==> config.mk <==
export PLATFORM = sky130hd
export DESIGN_NAME = pwm_duty_slewer
export DESIGN_NICKNAME = d
export VERILOG_FILES = /design/src/rtl/pwm_pkg.sv /design/src/rtl/step_prescaler.sv /design/src/rtl/pwm_duty_slewer.sv
export SDC_FILE = /design/constraint.sdc
export NUM_CORES = 1
export LEC_CHECK = 0
export CORE_MARGIN = 2
export CORE_UTILIZATION = 30
export DETAILED_ROUTE_END_ITERATION = 8
export HOLD_SLACK_MARGIN = 0.05
export PLACE_DENSITY = 0.5
export SLEW_MARGIN = 20
export SYNTH_ARGS = -nofsm -noshare
export SYNTH_HDL_FRONTEND = slang
export SYNTH_SLANG_ARGS = --single-unit
export TNS_END_PERCENT = 100
==> constraint.sdc <==
create_clock -name clk -period 3.8 [get_ports clk]
set_input_delay 0.76 -clock clk [delete_from_list [all_inputs] [get_ports clk]]
set_output_delay 0.76 -clock clk [all_outputs]
set_load 0.1 [all_outputs]
==> src/rtl/pwm_pkg.sv <==
// pwm_pkg
//   Shared types for the PWM feeder blocks.
//   slew_state_t : state encoding of the duty slewer FSM
//     S_IDLE      - waiting for a new target, target_ready high
//     S_RAMP_UP   - duty moving up one LSB per slew period
//     S_RAMP_DOWN - duty moving down one LSB per slew period
package pwm_pkg;

    typedef enum logic [1:0] {
        S_IDLE      = 2'd0,
        S_RAMP_UP   = 2'd1,
        S_RAMP_DOWN = 2'd2
    } slew_state_t;

endpackage

==> src/rtl/step_prescaler.sv <==
// step_prescaler
//   Divides clk down to a one-cycle tick every DIV enabled cycles. Used here
//   to pace the duty slewer and standalone by other PWM users.
// Parameters
//   DIV   clk cycles per tick (>=1)
// Ports
//   clk   in   system clock
//   rst   in   synchronous, active-high reset
//   ena   in   run enable; low holds the count and forces tick low
//   tick  out  registered one-cycle pulse, high the cycle after the count hits DIV-1
module step_prescaler #(
    parameter int DIV = 4
) (
    input  logic clk,
    input  logic rst,
    input  logic ena,
    output logic tick
);

    localparam int CW = $clog2(DIV + 1);
    localparam logic [CW-1:0] LAST = CW'(DIV - 1);

    logic [CW-1:0] count;

    // Free-running count while enabled; the tick is registered off the
    // terminal count so it lines up with the wrap back to zero.
    always_ff @(posedge clk) begin
        if (rst) begin
            count <= '0;
            tick  <= 1'b0;
        end else if (ena) begin
            tick  <= (count == LAST);
            count <= (count == LAST) ? '0 : count + CW'(1);
        end else begin
            tick  <= 1'b0;
        end
    end

endmodule

==> src/rtl/pwm_duty_slewer.sv <==
// pwm_duty_slewer
//   Upstream feeder for the PWM stage. Generates the PWM step tick and ramps
//   the duty output one LSB at a time toward a target accepted over a
//   valid/ready handshake, so loads never see a step change in duty.
// Parameters
//   N         duty width in bits (must match the PWM stage)
//   CLK_DIV   clk cycles per step pulse (>=1)
//   SLEW_DIV  step pulses per 1-LSB duty change (>=1)
// Ports
//   clk           in   system clock
//   rst           in   synchronous, active-high reset
//   ena           in   run enable; low freezes prescaler and ramp
//   target        in   requested final duty
//   target_valid  in   target is valid this cycle
//   target_ready  out  high in IDLE only
//   step          out  one-cycle tick to the PWM step input
//   duty          out  current slewed duty
//   busy          out  high while ramping
//   done          out  one-cycle pulse when duty reaches the accepted target
module pwm_duty_slewer
    import pwm_pkg::*;
#(
    parameter int N        = 8,
    parameter int CLK_DIV  = 4,
    parameter int SLEW_DIV = 16
) (
    input  logic         clk,
    input  logic         rst,
    input  logic         ena,
    input  logic [N-1:0] target,
    input  logic         target_valid,
    output logic         target_ready,
    output logic         step,
    output logic [N-1:0] duty,
    output logic         busy,
    output logic         done
);

    localparam int SW = $clog2(SLEW_DIV + 1);
    localparam logic [SW-1:0] SLEW_LAST = SW'(SLEW_DIV - 1);

    slew_state_t   state, state_nxt;
    logic [N-1:0]  tgt_q, tgt_nxt;
    logic [N-1:0]  duty_nxt;
    logic [SW-1:0] slew_cnt, slew_nxt;
    logic          done_nxt;
    logic          tick;

    step_prescaler #(.DIV(CLK_DIV)) u_prescaler (
        .clk  (clk),
        .rst  (rst),
        .ena  (ena),
        .tick (tick)
    );

    assign step         = tick;
    assign target_ready = (state == S_IDLE);
    assign busy         = (state != S_IDLE);

    // Next-state and next-duty logic. The ramp only consumes a tick while
    // ena is high, so a tick registered just before ena drops cannot move
    // duty or the slew counter during the frozen period. Duty stops exactly
    // on tgt_q, which is what keeps it from ever wrapping.
    always_comb begin
        state_nxt = state;
        tgt_nxt   = tgt_q;
        duty_nxt  = duty;
        slew_nxt  = slew_cnt;
        done_nxt  = 1'b0;
        case (state)
            S_IDLE: begin
                if (target_valid) begin
                    tgt_nxt  = target;
                    slew_nxt = '0;
                    if (target > duty) begin
                        state_nxt = S_RAMP_UP;
                    end else if (target < duty) begin
                        state_nxt = S_RAMP_DOWN;
                    end else begin
                        done_nxt = 1'b1;
                    end
                end
            end
            S_RAMP_UP, S_RAMP_DOWN: begin
                if (ena && tick) begin
                    if (slew_cnt == SLEW_LAST) begin
                        slew_nxt = '0;
                        duty_nxt = (state == S_RAMP_UP) ? duty + N'(1) : duty - N'(1);
                        if (duty_nxt == tgt_q) begin
                            state_nxt = S_IDLE;
                            done_nxt  = 1'b1;
                        end
                    end else begin
                        slew_nxt = slew_cnt + SW'(1);
                    end
                end
            end
            default: begin
                state_nxt = S_IDLE;
            end
        endcase
    end

    // Single register block for all slewer state.
    always_ff @(posedge clk) begin
        if (rst) begin
            state    <= S_IDLE;
            tgt_q    <= '0;
            duty     <= '0;
            slew_cnt <= '0;
            done     <= 1'b0;
        end else begin
            state    <= state_nxt;
            tgt_q    <= tgt_nxt;
            duty     <= duty_nxt;
            slew_cnt <= slew_nxt;
            done     <= done_nxt;
        end
    end

endmodule
==> flow_metrics.env, run 1 <==
export IMPL_outcome="finished, final reports clean"
export IMPL_post_route_drc_count=0
export IMPL_proportion_of_layout_cells_with_a_drive_suffix_above_1_pct=7.025
export IMPL_detailedPlacementHpwl_um=3061
export IMPL_fillerInstances=634
export IMPL_final_cell_mix="dfxtp_1, nand2_1, a21oi_1"
export IMPL_end_kind="register"
export IMPL_routed_vias=1522
export IMPL_antenna_violations_before_repair=0
export IMPL_yosys_cell_types_count=41
export IMPL_clk_latency_ns=0.28
export IMPL_drv_max_cap_violation_count=0
export IMPL_design_die_area_um2=6808
export IMPL_routed_via_density=4.801
export IMPL_cts_repair_timing_setup_buffer_count=0
export IMPL_clock_skew_ns=0.007369
export IMPL_dominantRegCellSynth="dfxtp_1"
export IMPL_deepest_level_of_the_cts_h_tree=1
export IMPL_synth_edff_count=0
export IMPL_layout_commonest_cell="dfxtp_1"
export IMPL_cts_sink_count=28
export IMPL_die_width_um=82.51
export IMPL_hold_path_class="register to register"
export IMPL_clock_fmax_mhz=347.1
export IMPL_finalWeightedCongestion=0.7528
export IMPL_reg2reg_setup_slack_ns=0.92
export IMPL_tritoncts_num_buffers=3
export IMPL_maxSlewViolCount=0
export IMPL_drt_total_wl_um=3844
export IMPL_grt_setup_unrepaired="no"
export IMPL_syn_to_final_growth_pct=19.76
export IMPL_place_worst_setup_slack_ns=0.7288
export IMPL_critical_path_peak_fanout=8
export IMPL_post_dr_wirelength_cell_um=12.13
export IMPL_nNetsFinal=276
export IMPL_ctsHoldBuffers=0
export IMPL_cp_data_required_time_ns=3.96
export IMPL_grt_max_degree=17
export IMPL_row_count=28
export IMPL_placed_cells_incl_taps=313
export IMPL_timing_setup_tns_ns=0
export IMPL_post_route_period_util_pct=75.82
export IMPL_p_leak_uw=0.0009044
export IMPL_synth_cells=222
export IMPL_seqCellArea_um2=560.5
export IMPL_via_count_of_the_first_global_routing_pass=1460
export IMPL_criticalPathCategory="register to register"
export IMPL_initial_standard_cell_utilization_of_the_core_pct=31.05
export IMPL_io_pin_count=24
export IMPL_core_area_um2=5956
export IMPL_port_buffer_count=23
export IMPL_global_route_wire_length_before_repair_um=6596
export IMPL_drt_iter0_drc=53
export IMPL_crit_arrival_ns=3.04
export IMPL_ys_warnings_count=0
export IMPL_clk_pin_slew_worst_paths_ns=0.10
export IMPL_multi_input_area_um2=1200
export IMPL_average_cell_area_after_synthesis_um2=8.330
export IMPL_ys_seq_elements=28
export IMPL_critical_path_startpoint_type="register"
export IMPL_drtPass1Iterations=4
export IMPL_ctsLongestPathBuffers=2
export IMPL_global_route_overflow_total=0
export IMPL_postCtsResizedCells=0
export IMPL_cts_tree="done"
export IMPL_final_hold_viol_count=0
export IMPL_synth_seq_area_share_pct=30.31
export IMPL_timing_slew_headroom_pct=35.06
export IMPL_vdd_drop_max_uv=250.8
export IMPL_postSynthNetCount=255
export IMPL_antenna_violating_nets_post_route=0
export IMPL_stdcell_count=317
export IMPL_finalSetupViolations=0
export IMPL_tightest_slew_ns=0.9711
export IMPL_fin_ws_ns=0.9188
export IMPL_groute_usage_overall_pct=12.49
export IMPL_cellPowerDensity_nw_per_um2=516.8
export IMPL_layout_min_cycle_time_ns=2.881
export IMPL_clockRootBuffer="clkbuf_8"
export IMPL_antenna_cells=0
export IMPL_postSynth_asyncResetShare_pct=0
export IMPL_syn_cell_area_um2=1849
export IMPL_totalPowerFinal_uw=1144
export IMPL_die_height_um=82.51
==> area by class of cell <==
cell class / count / share of cell area, %
sequential: 28 / 25.31
clock inverter: 1 / 1.356
clock buffer: 3 / 1.864
multi-input combinational: 171 / 54.18
timing repair buffer: 24 / 10.51
tap: 75 / 4.237
inverter: 15 / 2.542
==> state kept, by name, indices dropped and copies added (netlist names) <==
signal and cells:
done 1, duty 8, slew_cnt 5, state 2, tgt_q 8, u_prescaler.count 3
u_prescaler.tick 1
==> report_power, final <==
group | internal [uW] | switching, uW | total [uW]
logic | 205 | 353 | 559
registers | 324 | 25.1 | 349
clock network | 141 | 95.3 | 236
total | 671 | 473 | 1140
==> cells in the mapped netlist, drive strengths merged, types with 4 or more instances <==
cell type  count  area, um^2
nand2b         7       43.79
a21oi         25       132.6
nand3          9       45.04
and2           4       25.02
mux2i          6       60.06
dfxtp         28       560.5
inv           15       56.30
clkbuf         5       18.77
xnor2          7       61.31
o21a           4       30.03
nor2          17       63.81
xor2           8       70.07
nand2         26       100.1
o21ai          6       30.03
ha            20       250.2
==> per-stage QoR <==
step / util (%) / hold WS, ns / area, um^2
floorplan: - / 0.4042 / 1849
global placement: 35.99 / 0.4387 / 2143
detailed placement: 35.99 / 0.4284 / 2143
CTS: 37.18 / 0.4548 / 2215
global route: 37.18 / 0.4801 / 2215
finish: 37.18 / 0.4569 / 2215
==> worst paths after layout <==
path	from	end	cells past startpoint
setup / recovery	state[1]$_SDFFE_PP0P_	state[0]$_SDFFE_PP0P_	11
hold / removal	u_prescaler.count[2]$_SDFFE_PP0P_	u_prescaler.tick$_SDFF_PP0_	1
setup reg to reg	state[1]$_SDFFE_PP0P_	state[0]$_SDFFE_PP0P_	11
hold reg to reg	u_prescaler.count[2]$_SDFFE_PP0P_	u_prescaler.tick$_SDFF_PP0_	1
==> worst max-delay path: stages, from the launching register on <==
cell     delay [ns]
dfxtp_1        0.37
inv_1          0.07
ha_1           0.22
inv_1          0.25
ha_1           0.30
nor2b_1        0.14
o31a_2         0.32
a21oi_1        0.27
xor2_1         0.13
nor4b_2        0.35
a31oi_1        0.20
mux2i_1        0.15
==> metal layers <==
metal  vias to the layer above  track usage [%]  wire (um)
met2                        31            20.65       1722
li1                        801                -          -
met3                         4            3.261        201
met5                         -                0          0
met4                         0            2.459         54
met1                       686            16.48       1865
==> cell families after synthesis <==
group	Yosys count	share of synthesized area (%)
AO/OA/AOI/OAI	47	16.44
AND/OR/NAND/NOR	80	21.65
buffers and inverters	23	4.804
flip-flops	28	30.31
adder cells (fa/ha/maj)	21	14.61
XOR/XNOR	16	8.322
multiplexers	7	3.857
(Power assumes the default switching activity.)
==> run 2: changes to the inputs <==
==> constraint.sdc (replaced) <==
create_clock -name clk -period 2.89 [get_ports clk]
set_input_delay 0.578 -clock clk [delete_from_list [all_inputs] [get_ports clk]]
set_output_delay 0.578 -clock clk [all_outputs]
set_load 0.1 [all_outputs]
==> run 2 against run 1 <==
- die area did not move
- via count up 1.6%
- critical path type unchanged
- worst setup slack got worse by 0.72 ns
- highest routed layer unchanged
- count of clock-buffer cells in the layout stayed put
- hold slack worse by 0.0069 ns
- global-route usage up 0.23 points
- clock skew barely moved
==> flow_metrics.env, run 2 (synthesized netlist as in run 1, its figures left out) <==
export IMPL_outcome="finished, final reports clean"
export IMPL_port_buffer_count=23
export IMPL_detailedPlacementHpwl_um=3121
export IMPL_routed_vias=1547
export IMPL_power_share_clock_pct=20.1
export IMPL_via_count_of_the_first_global_routing_pass=1461
export IMPL_finalSetupViolations=0
export IMPL_timing_slew_headroom_pct=76.98
export IMPL_syn_to_final_growth_pct=21.92
export IMPL_groute_usage_overall_pct=12.72
export IMPL_core_area_um2=5956
export IMPL_cts_sink_count=28
export IMPL_tightest_slew_ns=0.3445
export IMPL_global_route_overflow_total=0
export IMPL_met3RoutedLength_um=217
export IMPL_end_kind="register"
export IMPL_p_leak_uw=0.0009600
export IMPL_antenna_violating_nets_post_route=0
export IMPL_deepest_level_of_the_cts_h_tree=1
export IMPL_smallest_hold_slack_ns=0.4500
export IMPL_placed_cells_incl_taps=320
export IMPL_comb_power_share_pct=50.7
export IMPL_crit_arrival_ns=2.90
export IMPL_final_cell_mix="dfxtp_1, nand2_1, a21oi_1"
export IMPL_critical_path_peak_fanout=6
export IMPL_final_hold_viol_count=0
export IMPL_die_width_um=82.51
export IMPL_place_worst_setup_slack_ns=0.006375
export IMPL_cp_data_required_time_ns=3.10
export IMPL_clock_fmax_mhz=371.5
export IMPL_clock_skew_ns=0.007196
export IMPL_initial_standard_cell_utilization_of_the_core_pct=31.05
export IMPL_drtPass1Iterations=4
export IMPL_route_top_layer_used="met4"
export IMPL_clk_latency_ns=0.28
export IMPL_timing_setup_tns_ns=0
export IMPL_global_route_wire_length_before_repair_um=6713
export IMPL_fin_ws_ns=0.1984
export IMPL_design_die_area_um2=6808
export IMPL_vdd_drop_max_uv=297.0
export IMPL_sw_frac_of_total_pct=41.08
export IMPL_tritoncts_num_buffers=3
export IMPL_fillerInstances=660
export IMPL_layout_top_registers="duty: 8 flops, tgt_q: 8 flops, slew_cnt: 5 flops"
export IMPL_met1Wirelength_um=1977
export IMPL_post_dr_wirelength_cell_um=12.22
export IMPL_grt_setup_unrepaired="no"
export IMPL_critical_path_startpoint_type="register"
export IMPL_drt_total_wl_um=3959
export IMPL_p_seq_share_pct=29.2
export IMPL_nNetsFinal=283
export IMPL_finalWeightedCongestion=0.7611
export IMPL_ctsHoldBuffers=0
export IMPL_post_route_period_util_pct=93.13
export IMPL_clk_pin_slew_worst_paths_ns=0.10
export IMPL_wl_met2_um=1751
export IMPL_antenna_violations_before_repair=0
export IMPL_cellPowerDensity_nw_per_um2=692.8
export IMPL_power_switching_uw=641.7
export IMPL_ctsLongestPathBuffers=2
export IMPL_post_route_drc_count=0
export IMPL_maxSlewViolCount=0
export IMPL_internal_power_uw=920.4
export IMPL_die_height_um=82.51
export IMPL_routed_via_density=4.775
export IMPL_layout_min_cycle_time_ns=2.692
export IMPL_cts_tree="done"
export IMPL_drv_max_cap_violation_count=0
export IMPL_antenna_cells=0
export IMPL_proportion_of_layout_cells_with_a_drive_suffix_above_1_pct=15.26
export IMPL_clockRootBuffer="clkbuf_8"
export IMPL_layout_commonest_cell="dfxtp_1"
export IMPL_io_pin_count=24
export IMPL_stdcell_count=324
export IMPL_criticalPathCategory="register to register"
export IMPL_row_count=28
export IMPL_drt_iter0_drc=91
export IMPL_hold_path_class="register to register"
export IMPL_grt_max_degree=17
-- run 2: cell types whose count changed in the layout (fill, tap and decap cells not counted) --
| cell | change |
|---|---|
| buf_4 | +17 |
| clkdlybuf4s50_1 | -10 |
| a31oi_1 | -1 |
| a31oi_2 | +1 |
| dfxtp_1 | -1 |
| dfxtp_2 | +1 |
| inv_1 | -1 |
| inv_2 | +1 |
| nor3b_1 | -1 |
| nor3b_2 | +1 |
-- run 2: power by group through the flow --
stage / combinational, uW / sequential (uW) / clock, uW
floorplan: 603 / 461 / 0
global placement: 787 / 466 / 0
detailed placement: 789 / 464 / 0
CTS: 792 / 456 / 326
global route: 880 / 462 / 341
finish: 793 / 456 / 313
-- run 2: cell type report --
| class | count | area, um^2 | share of cell area (%) |
|---|---|---|---|
| Inverter | 15 | 56.30 | 2.497 |
| Timing Repair Buffer | 31 | 260.3 | 11.54 |
| Clock inverter | 1 | 30.03 | 1.332 |
| Sequential cell | 28 | 561.8 | 24.92 |
| Tap cell | 75 | 93.84 | 4.162 |
| Multi-Input combinational cell | 171 | 1211 | 53.72 |
| Clock buffer | 3 | 41.29 | 1.831 |
-- run 2: final timing paths --
path	endpoint	cells after the start	start	slack, ns
setup reg to reg	state[0]$_SDFFE_PP0P_	12	state[1]$_SDFFE_PP0P_	0.20
hold reg to reg	u_prescaler.tick$_SDFF_PP0_	1	u_prescaler.count[2]$_SDFFE_PP0P_	0.45
setup / recovery	state[0]$_SDFFE_PP0P_	12	state[1]$_SDFFE_PP0P_	0.20
hold / removal	u_prescaler.tick$_SDFF_PP0_	1	u_prescaler.count[2]$_SDFFE_PP0P_	0.45
-- run 2: repair_timing --
action / in CTS / in global routing
buffers inserted: 0 / 0
resized for setup: 0 / 3
endpoints found under the setup margin: 0 / 3
-- run 2: stage by stage --
| stage | util (%) | total power [uW] | area (um^2) |
|---|---|---|---|
| 2_1_floorplan | - | 1065 | 1851 |
| 4_1_cts | 37.67 | 1575 | 2243 |
| 6_report | 37.86 | 1562 | 2255 |
| 3_3_place_gp | 36.47 | 1253 | 2172 |
| 3_5_place_dp | 36.47 | 1253 | 2172 |
| 5_1_grt | 37.86 | 1683 | 2255 |
-- run 2: metal layers --
| metal | GRT usage (%) | vias to the layer above |
|---|---|---|
| li1 | - | 813 |
| met1 | 17.82 | 703 |
| met2 | 20.40 | 29 |
| met3 | 3.152 | 2 |
| met4 | 1.475 | 0 |
| met5 | 0 | - |
-- run 2: critical path, stage by stage, from the launching register on --
cell and delay, ns:
dfxtp_1 0.38, inv_1 0.07, ha_1 0.23, inv_2 0.14, ha_1 0.26, nor2b_1 0.15
o31a_2 0.30, buf_4 0.14, a2111o_1 0.28, nand3_1 0.15, nor3b_2 0.08, a31oi_2 0.25
mux2i_1 0.21
